**src/rtl/bip_alu_acc.sv**
```systemverilog
// Accumulator ALU with signed flags and an optional multi-cycle shift-add multiplier.
// The multiplier exists only when BIP_ALU_MUL_EN is defined; otherwise op 111 acts as NOP.
module bip_alu_acc #(
  parameter int unsigned WIDTH = 16
) (
  input  logic             clk,
  input  logic             reset,
  input  logic             in_valid,
  output logic             in_ready,
  input  logic [2:0]       op,
  input  logic [WIDTH-1:0] operand,
  output logic [WIDTH-1:0] acc,
  output logic [3:0]       flags,
  output logic             out_valid
);

  localparam logic [2:0] OP_LDA = 3'b000;
  localparam logic [2:0] OP_ADD = 3'b001;
  localparam logic [2:0] OP_SUB = 3'b010;
  localparam logic [2:0] OP_AND = 3'b011;
  localparam logic [2:0] OP_OR  = 3'b100;
  localparam logic [2:0] OP_XOR = 3'b101;

  logic [WIDTH:0]   sum;
  logic [WIDTH:0]   diff;
  logic [WIDTH-1:0] res;
  logic             res_c;
  logic             res_v;
  logic             upd_flags;
  logic [WIDTH-1:0] acc_d;
  logic [3:0]       flags_d;
  logic             out_valid_d;

  // Single-cycle ALU result; NOP and unlisted ops keep acc and flags
  always_comb begin
    sum       = {1'b0, acc} + {1'b0, operand};
    diff      = {1'b0, acc} - {1'b0, operand};
    res       = acc;
    res_c     = 1'b0;
    res_v     = 1'b0;
    upd_flags = 1'b1;
    case (op)
      OP_LDA: res = operand;
      OP_ADD: begin
        res   = sum[WIDTH-1:0];
        res_c = sum[WIDTH];
        res_v = (acc[WIDTH-1] == operand[WIDTH-1]) && (res[WIDTH-1] != acc[WIDTH-1]);
      end
      OP_SUB: begin
        res   = diff[WIDTH-1:0];
        res_c = diff[WIDTH];
        res_v = (acc[WIDTH-1] != operand[WIDTH-1]) && (res[WIDTH-1] != acc[WIDTH-1]);
      end
      OP_AND: res = acc & operand;
      OP_OR:  res = acc | operand;
      OP_XOR: res = acc ^ operand;
      default: upd_flags = 1'b0;
    endcase
  end

`ifdef BIP_ALU_MUL_EN
  localparam logic [2:0]  OP_MUL = 3'b111;
  localparam int unsigned CW     = $clog2(WIDTH + 1);

  typedef enum logic {IDLE, BUSY} state_e;

  state_e             state;
  state_e             state_d;
  logic [CW-1:0]      cnt;
  logic [CW-1:0]      cnt_d;
  logic [2*WIDTH-1:0] prod;
  logic [2*WIDTH-1:0] prod_d;
  logic [2*WIDTH-1:0] mcand;
  logic [2*WIDTH-1:0] mcand_d;
  logic [2*WIDTH-1:0] prod_sum;
  logic [WIDTH-1:0]   mplier;
  logic [WIDTH-1:0]   mplier_d;

  assign in_ready = (state == IDLE);

  // Next-state and datapath updates; one multiplier bit is consumed per BUSY edge
  always_comb begin
    state_d     = state;
    cnt_d       = cnt;
    prod_d      = prod;
    mcand_d     = mcand;
    mplier_d    = mplier;
    acc_d       = acc;
    flags_d     = flags;
    out_valid_d = 1'b0;
    prod_sum    = prod + (mplier[0] ? mcand : '0);
    case (state)
      IDLE: begin
        if (in_valid) begin
          if (op == OP_MUL) begin
            state_d  = BUSY;
            cnt_d    = CW'(WIDTH);
            prod_d   = '0;
            mcand_d  = {{WIDTH{1'b0}}, acc};
            mplier_d = operand;
          end else begin
            acc_d       = res;
            out_valid_d = 1'b1;
            if (upd_flags) flags_d = {(res == '0), res[WIDTH-1], res_c, res_v};
          end
        end
      end
      BUSY: begin
        prod_d   = prod_sum;
        mcand_d  = {mcand[2*WIDTH-2:0], 1'b0};
        mplier_d = mplier >> 1;
        cnt_d    = cnt - CW'(1);
        if (cnt == CW'(1)) begin
          state_d     = IDLE;
          acc_d       = prod_sum[WIDTH-1:0];
          flags_d     = {(prod_sum[WIDTH-1:0] == '0), prod_sum[WIDTH-1],
                         (prod_sum[2*WIDTH-1:WIDTH] != '0), 1'b0};
          out_valid_d = 1'b1;
        end
      end
    endcase
  end

  always_ff @(posedge clk or negedge reset) begin
    if (!reset) begin
      state     <= IDLE;
      cnt       <= '0;
      prod      <= '0;
      mcand     <= '0;
      mplier    <= '0;
      acc       <= '0;
      flags     <= 4'b0000;
      out_valid <= 1'b0;
    end else begin
      state     <= state_d;
      cnt       <= cnt_d;
      prod      <= prod_d;
      mcand     <= mcand_d;
      mplier    <= mplier_d;
      acc       <= acc_d;
      flags     <= flags_d;
      out_valid <= out_valid_d;
    end
  end
`else
  assign in_ready = 1'b1;

  // Every valid op completes in one cycle; op 111 falls into the NOP path
  always_comb begin
    acc_d       = acc;
    flags_d     = flags;
    out_valid_d = 1'b0;
    if (in_valid) begin
      acc_d       = res;
      out_valid_d = 1'b1;
      if (upd_flags) flags_d = {(res == '0), res[WIDTH-1], res_c, res_v};
    end
  end

  always_ff @(posedge clk or negedge reset) begin
    if (!reset) begin
      acc       <= '0;
      flags     <= 4'b0000;
      out_valid <= 1'b0;
    end else begin
      acc       <= acc_d;
      flags     <= flags_d;
      out_valid <= out_valid_d;
    end
  end
`endif

endmodule

```
**config.mk**
```make
export PLATFORM = sky130hd
export DESIGN_NAME = bip_alu_acc
export DESIGN_NICKNAME = d
export VERILOG_FILES = /design/src/rtl/bip_alu_acc.sv
export SDC_FILE = /design/constraint.sdc
export NUM_CORES = 1
export LEC_CHECK = 0
export CORE_MARGIN = 4
export CORE_UTILIZATION = 58
export DETAILED_ROUTE_END_ITERATION = 12
export PLACE_DENSITY = 0.89
export SLEW_MARGIN = 25
export SYNTH_ARGS = -nofsm -noshare
export SYNTH_HDL_FRONTEND = slang
export SYNTH_SLANG_ARGS = --single-unit
```
**constraint.sdc**
```tcl
create_clock -name clk -period 4.4 [get_ports clk]
set_input_delay 1.1 -clock clk [delete_from_list [all_inputs] [get_ports clk]]
set_output_delay 1.1 -clock clk [all_outputs]
set_load 0.03 [all_outputs]
```
==> results of run 1 <==
-- power groups by stage --
stage / clock (mW) / sequential [mW] / combinational (mW)
final: 0.155 / 0.329 / 1.74
after global routing: 0.158 / 0.339 / 1.87
after CTS: 0.149 / 0.326 / 1.69
after detailed placement: 0 / 0.330 / 1.67
after global placement: 0 / 0.322 / 1.65
after floorplan: 0 / 0.430 / 0.948
-- layer usage --
metal  up-vias  track usage [%]  share of wire [%]
li1       1987                -                  -
met1      2031             50.1                 43
met2       318             51.2                 42
met3        45             8.75                 13
met4         0             10.3                2.7
met5         -                0                  0
-- worst paths after layout --
check,end,cells after the start
max in group asynchronous,acc[7],2
hold reg to reg,flags[1],1
hold / removal,flags[1],1
min in group asynchronous,acc[4],2
setup reg to reg,flags[3],12
setup / recovery,flags[3],13
-- through the flow --
step                instance area, sq um  util, %
floorplan                           3690        -
global placement                    4540     75.0
detailed placement                  4540     75.0
CTS                                 4590     75.7
global route                        4600     75.9
finish                              4600     75.9
-- sequential cells by signal (all words and copies together) (netlist names) --
register / cells
flags: 4
acc: 16
out_valid: 1
-- placed cells by master (no fill, tap or decap), types with 7 or more instances in the layout --
cell             netlist  final
inv_1                 47     47
dfrtp_1               21     21
nand2_1               38     38
nor2b_1               10     10
ha_1                  49     49
a22oi_1               16     16
o21ai_0               32     32
nor3_1                 8      8
buf_4                  3     64
a21oi_1               40     40
nor2_1                51     51
clkdlybuf4s50_1        0     42
o211ai_1               9      9
o31ai_1               10     10
o22ai_1                7      7
-- cells by family (layout without fill, tap and decap cells) --
kind of cell,count (synthesis),count (layout)
XOR/XNOR,3,3
AO/OA/AOI/OAI,184,184
multiplexers,8,8
adder cells (fa/ha/maj),51,51
flip-flops,21,21
AND/OR/NAND/NOR,154,154
other,1,1
buffers and inverters,79,158
-- timing repair --
| action | CTS | global route |
|---|---|---|
| endpoints found under the setup margin | 0 | 3 |
| gates resized for setup | 0 | 3 |
| setup buffers | 0 | 1 |
| hold buffers | 0 | 0 |
-- worst max-delay path, stage by stage --
cell and delay, ps:
clkdlybuf4s50_1 490, inv_1 100, ha_1 330, a211oi_1 550
buf_4 230, nor4_1 50, a311o_1 290, a221oi_2 220
nand4_1 150, nor3_1 230, o2111ai_1 150, or4_1 450
o41ai_2 220
-- final cells by class --
| type | instances | area, sq um |
|---|---|---|
| inverter | 47 | 176 |
| clock buffer | 3 | 41.3 |
| multi-input combinational | 401 | 2840 |
| fill | 471 | 1460 |
| clock inverter | 1 | 5.00 |
| tap | 75 | 93.8 |
| timing repair buffer | 107 | 921 |
| sequential | 21 | 526 |
==> impl_metrics.tcl, run 1 <==
set metrics [dict create \
    outcome "finished, final reports clean" \
    post-place-ws_ps -207 \
    row_count 28 \
    whs_ps 514 \
    p_per_area_nw_per_um2 483 \
    hold_start "flags[1]" \
    fin_tns_setup_ps 0 \
    p_switching_mw 1.18 \
    grt_usage_pct 34.8 \
    yosys.area.top_type_share_pct 16.6 \
    synth_top_family_by_area "compound AO/OA/AOI/OAI gates" \
    num-nets-final 654 \
    vias 4381 \
    drc 0 \
    finalHoldViolCount 0 \
    synth.avg_cell_area_sq_um 7.36 \
    syn_area_sq_um 3690 \
    grt_antenna_before_repair 0 \
    cp.required_ps 4590 \
    die_area_sq_um 7700 \
    drtIter0Drc 580 \
    synthTopCellsByCount "nor2_1 (51), ha_1 (49), inv_1 (47), a21oi_1 (40), nand2_1 (38)" \
    ys.flop_type "dfrtp_1" \
    end_kind "register" \
    htree_num_levels 1 \
    fin_ws_ps 23.5 \
    antenna_cells 0 \
    rrSetupSlack_ps 860 \
    async_flop_share_pct 100 \
    wire_per_inst_um 20.1 \
    via_per_inst 6.69 \
    grt_max_degree 22 \
    finalCritPeriodShare_pct 99.5 \
    relSlewSlack_pct 56.7 \
    path_clk_slew_ps 110 \
    seqPwrFrac_pct 14.8 \
    port_buffers 42 \
    setup_viol 0 \
    clock_path_buffers 2 \
    yosysMostFrequentCell "nor2_1" \
    arrival_ps 4560 \
    synth_top_area_cell "ha_1" \
    worst_slew_pin_slew_ps 646 \
    gp_congestion 1.01 \
    synth_seq_area_share_pct 14.2 \
    p_comb_share_pct 78.2 \
    cp-start-kind "input port" \
    post-route-min-period_ps 4380 \
    p_int_mw 1.05 \
    initial_utilization_pct 60.9 \
    crit_fanout 3 \
    critPathLaunch "operand[1]" \
    fin_skew_ps 1.47 \
    swShare_pct 52.9 \
    crit_type "in -> reg" \
    synth_mux_area_share_pct 2.95 \
    yosysUniqueCellTypes 76 \
    cts-buffers-inserted 3 \
    synth-seq-cells 21 \
    grt_pass1_vias 4164 \
    synthXorXnorAreaFrac_pct 0.712 \
    rsz0062_at_grt "yes" \
    clock_latency_ps 280 \
    synth-adder-area-share_pct 17.7 \
    clockPowerShare_pct 7.0 \
    synthSimpleGateAreaFrac_pct 20.8 \
    firstDrtPassIters 5 \
    power_mw 2.22 \
    die_h_um 87.8 \
    cts_root_buf "clkbuf_8" \
    place_inst 650 \
    worstReg2RegStart "acc[1]" \
    coreArea_sq_um 6060 \
    layout-drive-gt1-share_pct 16.0 \
    synth_nets 574 \
    overflow 0 \
    stdcell_count 655 \
    die_w_um 87.8 \
    ant_nets 0 \
    maxCapViolations 0 \
    ys_warn_count 0 \
    ir_drop_mv 0.384 \
    syn-instance-count 501 \
    synth_compound_area_share_pct 34.6 \
    io_pins 44 \
    hp-class "reg -> reg" \
    grt_pass1_wl_um 21100 \
    cts_tree "built" \
    leakage_nw 2.04 \
    synth-edff-count 0 \
    fmax_ghz 0.228 \
    maxSlewViolCount 0 \
    hpwl_um 10200 \
    syn_to_final_growth_pct 24.8 \
    clock-sinks 21 \
    ys_top_cells_by_area "ha_1 (17%), dfrtp_1 (14%), a21oi_1 (5.4%)" \
    drt-total-wl_um 13200 \
]
Power figures use the tool's default switching activity.
==> run 2: changes to the inputs <==
--- a/config.mk
+++ b/config.mk
@@ -5,6 +5,7 @@
 export SDC_FILE = /design/constraint.sdc
 export NUM_CORES = 1
 export LEC_CHECK = 0
+export CAP_MARGIN = 20
 export CORE_MARGIN = 4
 export CORE_UTILIZATION = 58
 export DETAILED_ROUTE_END_ITERATION = 12
==> results of run 2 <==
Final layout, timing and power as in run 1 (identical DEF).
